## config.mk

```make
export PLATFORM = sky130hd
export DESIGN_NAME = router_fifo
export DESIGN_NICKNAME = d
export VERILOG_FILES = /design/src/rtl/router_pkg.sv /design/src/rtl/router_fifo_mem.sv /design/src/rtl/router_fifo.sv
export SDC_FILE = /design/constraint.sdc
export NUM_CORES = 1
export LEC_CHECK = 0
export BUFFER_PORTS_ARGS = -buffer_cell sky130_fd_sc_hd__buf_2
export CAP_MARGIN = 20
export CORE_ASPECT_RATIO = 1.75
export CORE_MARGIN = 2
export CORE_UTILIZATION = 37
export CTS_CLUSTER_SIZE = 30
export DETAILED_ROUTE_END_ITERATION = 10
export SETUP_SLACK_MARGIN = 0.3
export SYNTH_ARGS = -nofsm -noshare
export SYNTH_HDL_FRONTEND = slang
export SYNTH_SLANG_ARGS = --single-unit
```

## constraint.sdc

```tcl
create_clock -name clock -period 3.4 [get_ports clock]
set_clock_uncertainty 0.1 [all_clocks]
set_input_delay 0.51 -clock clock [delete_from_list [all_inputs] [get_ports clock]]
set_output_delay 0.51 -clock clock [all_outputs]
set_load 0.01 [all_outputs]
```

## src/rtl/router_pkg.sv

```systemverilog
// Shared constants for the 1x3 router: byte width, FIFO depth, header field
// positions and the read-side packet counter type.
package router_pkg;

  localparam int DATA_W     = 8;
  localparam int FIFO_DEPTH = 16;

  localparam int ADDR_LSB = 0;
  localparam int ADDR_MSB = 1;
  localparam int LEN_LSB  = 2;
  localparam int LEN_MSB  = 7;

  localparam int PKT_CNT_W = 7;

  typedef logic [PKT_CNT_W-1:0] pkt_cnt_t;

  // Bytes still to come after a header: payload length plus the parity byte.
  function automatic pkt_cnt_t hdr_pkt_len(input logic [DATA_W-1:0] hdr);
    return pkt_cnt_t'(hdr[LEN_MSB:LEN_LSB]) + pkt_cnt_t'(1);
  endfunction

endpackage

```

## src/rtl/router_fifo_mem.sv

```systemverilog
// 1-write/1-read register file for the router output FIFO. The data column
// has no reset; only the header-flag column is cleared on reset or flush.
module router_fifo_mem #(
  parameter int DATA_W = 8,
  parameter int DEPTH  = 16,
  localparam int AW    = $clog2(DEPTH)
) (
  input  logic              clock,
  input  logic              resetn,
  input  logic              clear,
  input  logic              we,
  input  logic [AW-1:0]     waddr,
  input  logic [DATA_W:0]   wdata,
  input  logic [AW-1:0]     raddr,
  output logic [DATA_W:0]   rdata
);

  logic [DATA_W-1:0] data_q [DEPTH];
  logic [DEPTH-1:0]  hdr_q;

  always_ff @(posedge clock) begin
    if (we)
      data_q[waddr] <= wdata[DATA_W-1:0];
  end

  always_ff @(posedge clock) begin
    if (!resetn || clear)
      hdr_q <= '0;
    else if (we)
      hdr_q[waddr] <= wdata[DATA_W];
  end

  assign rdata = {hdr_q[raddr], data_q[raddr]};

endmodule

```

## src/rtl/router_fifo.sv

```systemverilog
// Per-port output FIFO of the 1x3 router: header-tagged storage, full/empty
// flags for the synchronizer, and packet-length tracking on the read side.
module router_fifo #(
  parameter int DATA_W = 8,
  parameter int DEPTH  = 16
) (
  input  logic              clock,
  input  logic              resetn,
  input  logic              soft_reset,
  input  logic              write_enb,
  input  logic              read_enb,
  input  logic              lfd_state,
  input  logic [DATA_W-1:0] data_in,
  output logic              full,
  output logic              empty,
  output logic [DATA_W-1:0] data_out
);

  import router_pkg::*;

  localparam int PTR_W = $clog2(DEPTH) + 1;
  localparam int AW    = PTR_W - 1;

  logic [PTR_W-1:0] wr_ptr;
  logic [PTR_W-1:0] rd_ptr;
  pkt_cnt_t         pkt_cnt;
  logic             wr_acc;
  logic             rd_acc;
  logic             mem_we;
  logic [DATA_W:0]  rd_word;

  assign empty = (wr_ptr == rd_ptr);
  assign full  = (wr_ptr[PTR_W-1] != rd_ptr[PTR_W-1]) &&
                 (wr_ptr[AW-1:0] == rd_ptr[AW-1:0]);

  assign wr_acc = write_enb && !full;
  assign rd_acc = read_enb && !empty;
  // A flush cycle must not land a byte in the array either.
  assign mem_we = wr_acc && resetn && !soft_reset;

  router_fifo_mem #(
    .DATA_W (DATA_W),
    .DEPTH  (DEPTH)
  ) u_mem (
    .clock  (clock),
    .resetn (resetn),
    .clear  (soft_reset),
    .we     (mem_we),
    .waddr  (wr_ptr[AW-1:0]),
    .wdata  ({lfd_state, data_in}),
    .raddr  (rd_ptr[AW-1:0]),
    .rdata  (rd_word)
  );

  always_ff @(posedge clock) begin
    if (!resetn || soft_reset) begin
      wr_ptr   <= '0;
      rd_ptr   <= '0;
      pkt_cnt  <= '0;
      data_out <= '0;
    end else begin
      if (wr_acc)
        wr_ptr <= wr_ptr + PTR_W'(1);
      if (rd_acc) begin
        rd_ptr   <= rd_ptr + PTR_W'(1);
        data_out <= rd_word[DATA_W-1:0];
        // A new header always reloads, even if the previous packet was cut short.
        if (rd_word[DATA_W])
          pkt_cnt <= hdr_pkt_len(rd_word[DATA_W-1:0]);
        else if (pkt_cnt != '0)
          pkt_cnt <= pkt_cnt - PKT_CNT_W'(1);
      end else if (pkt_cnt == '0) begin
        data_out <= '0;
      end
    end
  end

endmodule

```

==> impl_metrics.py <==
metrics = {
    "run_status": {
        "status": "finished, final reports clean",
    },
    "clocking": {
        "clk_latency_ns": 0.43,
        "cts_setup_buffers": 0,
        "cts_buffers": 17,
        "cts_resized": 0,
        "cts_tree": "built",
        "hold_buffers": 0,
        "cts.sinks": 173,
        "clockBufferDepth": 2,
        "h-tree-depth": 4,
        "cts_root_buffer": "clkbuf_16",
        "cts.clk_slew.worst_paths_ns": 0.07,
    },
    "drt": {
        "routed_wl_mm": 16.10,
        "drt-pass1-iter-count": 4,
        "ant_nets": 0,
        "drtIter0Drc": 283,
        "vias": 3960,
        "route.detailed.drc": 0,
        "wl_per_cell_um": 21.56,
        "viasPerCell": 5.301,
    },
    "place": {
        "gp_congestion": 0.8423,
        "io_buffers": 23,
        "place_inst": 715,
        "place_hpwl_mm": 11.28,
        "dpl_cell_area_um2": 7513,
        "dp_slack_ns": 0.6684,
    },
    "global_routing": {
        "grt_pass1_wl_mm": 24.50,
        "grt_pass1_vias": 4213,
        "grt_antenna_before_repair": 0,
        "overflow": 0,
        "grt_use_total_pct": 16.93,
        "grt_max_degree": 24,
    },
    "logic_synthesis": {
        "synth_area_um2": 7042,
        "ys_types": 41,
        "ys_warn_count": 0,
        "seq_area_frac_synth_pct": 67.38,
        "synth_seq_cells": 173,
        "synth_cells": 452,
        "syn_nets": 473,
        "syn_avg_cell_area_um2": 15.58,
    },
    "finish": {
        "drive_above_1_share_pct": 23.97,
        "num_antenna_cells": 0,
        "n_fill_cell": 1670,
        "area.growth.synth_to_final_pct": 14.64,
        "final_area_um2": 8073,
        "finalNonFillerCells": 747,
        "final_nets": 517,
    },
    "sta": {
        "post-route-period-util_pct": 79.72,
        "tightest_slew_ns": 0.9788,
        "rsz0062_at_grt": "no",
        "slew_viol_final": 0,
        "period_needed_ns": 2.710,
        "setup_slack_ns": 0.6895,
        "setup_violations": 0,
        "finalSetupTns_ns": 0,
        "maxSlewHeadroom_pct": 34.50,
        "fmaxAchievable_mhz": 368.9,
        "hold_viol_final": 0,
    },
    "critical_path": {
        "startpoint_type": "flop",
        "required_ns": 3.63,
        "worstPathMaxFanout": 11,
        "critPathCaptureType": "flop",
        "crit_arrival_ns": 2.94,
        "crit_type": "flop to flop",
    },
    "worst_hold_path": {
        "min_from": "data_in[6]",
        "hold_class": "primary input to flop",
    },
    "power_and_ir_drop": {
        "leakage_nw": 2.552,
        "power_density_nw_per_um2": 524.9,
        "peakVddDrop_uv": 308.4,
        "finalPower_mw": 4.237,
    },
    "floorplan": {
        "coreArea_um2": 18660,
        "row_count": 66,
        "fp.dieW_um": 108.3,
        "io_pins": 24,
        "die_y_um": 186.5,
        "start_util_pct": 37.73,
        "die-area_um2": 20190,
    },
    "run": {
        "max_cap_viol_count": 0,
    },
}
synthesized netlist by cell type, drive strengths merged:
library cell | n | share of area (%)
a211oi | 1 | 0.11
buf | 15 | 1.5
a221oi | 3 | 0.55
o21ai | 15 | 1.1
and3b | 1 | 0.12
a31oi | 1 | 0.089
nand2 | 39 | 2.1
mux4 | 41 | 13
o2111ai | 3 | 0.37
nand4 | 6 | 0.53
mux2i | 9 | 1.3
and3 | 1 | 0.089
a21oi | 20 | 1.4
or3 | 3 | 0.27
dfxtp | 45 | 13
nor3 | 5 | 0.36
xor2 | 9 | 1.1
a2111oi | 1 | 0.12
edfxtp | 128 | 55
clkbuf | 9 | 0.48
o22ai | 1 | 0.18
a22oi | 5 | 0.53
xnor2 | 8 | 1.0
ha | 7 | 1.2
nor2b | 3 | 0.27
nand2b | 3 | 0.27
o21a | 2 | 0.21
nand4b | 1 | 0.12
inv | 6 | 0.32
o211ai | 1 | 0.11
o31ai | 1 | 0.11
nor4 | 1 | 0.089
nand3 | 21 | 1.5
nor2 | 36 | 1.9
and2 | 1 | 0.12
state kept, by name, indices dropped and copies added (netlist names), named ones only:
| name | flops |
|---|---|
| data_out | 8 |
| pkt_cnt | 7 |
| rd_ptr | 5 |
| u_mem.data_q | 128 |
| u_mem.hdr_q | 16 |
| wr_ptr | 5 |
logic make-up after synthesis:
kind of cell    Yosys count  share of synthesized area (%)
compound gates           54                          4.869
xor+xnor                 17                          2.115
fa+ha+maj                 7                          1.244
buf+inv                  30                          2.274
flops                   173                          67.38
mux                      50                          14.39
simple gates            121                          7.729
area by class of cell:
cell class	count	area [µm²]	area share [%]
tap	238	297.8	3.689
multi-input combinational	249	2137	26.47
sequential	173	4746	58.79
timing repair buffer	49	310.3	3.844
clock inverter	11	118.9	1.472
inverter	6	22.52	0.2790
clock buffer	21	440.4	5.456
worst paths after layout:
| kind | to | slack, ns | cells after the start |
|---|---|---|---|
| min reg2reg | pkt_cnt[6] | 0.36 | 2 |
| max | pkt_cnt[2] | 0.69 | 7 |
| min | u_mem.data_q[12][6] | 0.36 | 1 |
| max reg2reg | pkt_cnt[2] | 0.69 | 7 |
critical path, stage by stage (launching register included):
cell and delay [ns]:
dfxtp_2 0.48, buf_4 0.32, mux4_2 0.53, a22oi_1 0.22, nand3_1 0.22, ha_1 0.31, xnor2_1 0.15, a221oi_2 0.29
routing by layer:
metal  up-vias  global-route usage (%)  part of all wire, %
met5         -                       0                    0
met4         0                   7.742                  2.8
met3        27                   2.794                  2.0
met2        72                   31.93                   58
met1      2037                   17.80                   37
li1       1824                       -                    -
per-stage QoR:
stage | utilization [%] | hold slack, ns
3_3_place_gp | 40.26 | 0.3435
5_1_grt | 43.26 | 0.3536
4_1_cts | 43.26 | 0.3475
6_report | 43.26 | 0.3597
2_1_floorplan | - | 0.3315
3_5_place_dp | 40.26 | 0.3557
cell usage in the layout (no fill, tap or decap), drive strengths merged, types with 2 or more instances in the layout:
cell type,instances
a21oi,20
a221oi,3
a22oi,5
buf,49
bufinv,2
clkbuf,21
clkinv,5
clkinvlp,3
dfxtp,45
edfxtp,128
ha,7
inv,7
mux2i,9
mux4,41
nand2,39
nand2b,3
nand3,21
nand4,6
nor2,36
nor2b,3
nor3,5
o2111ai,3
o21a,2
o21ai,15
or3,3
xnor2,8
xor2,9
where the power goes:
| part | total, mW | internal, mW | switching (mW) |
|---|---|---|---|
| registers | 2.27 | 2.27 | 0.00499 |
| clock network | 1.85 | 1.08 | 0.771 |
| logic | 0.115 | 0.0395 | 0.0758 |
| total | 4.24 | 3.39 | 0.851 |
(Power assumes the default switching activity.)
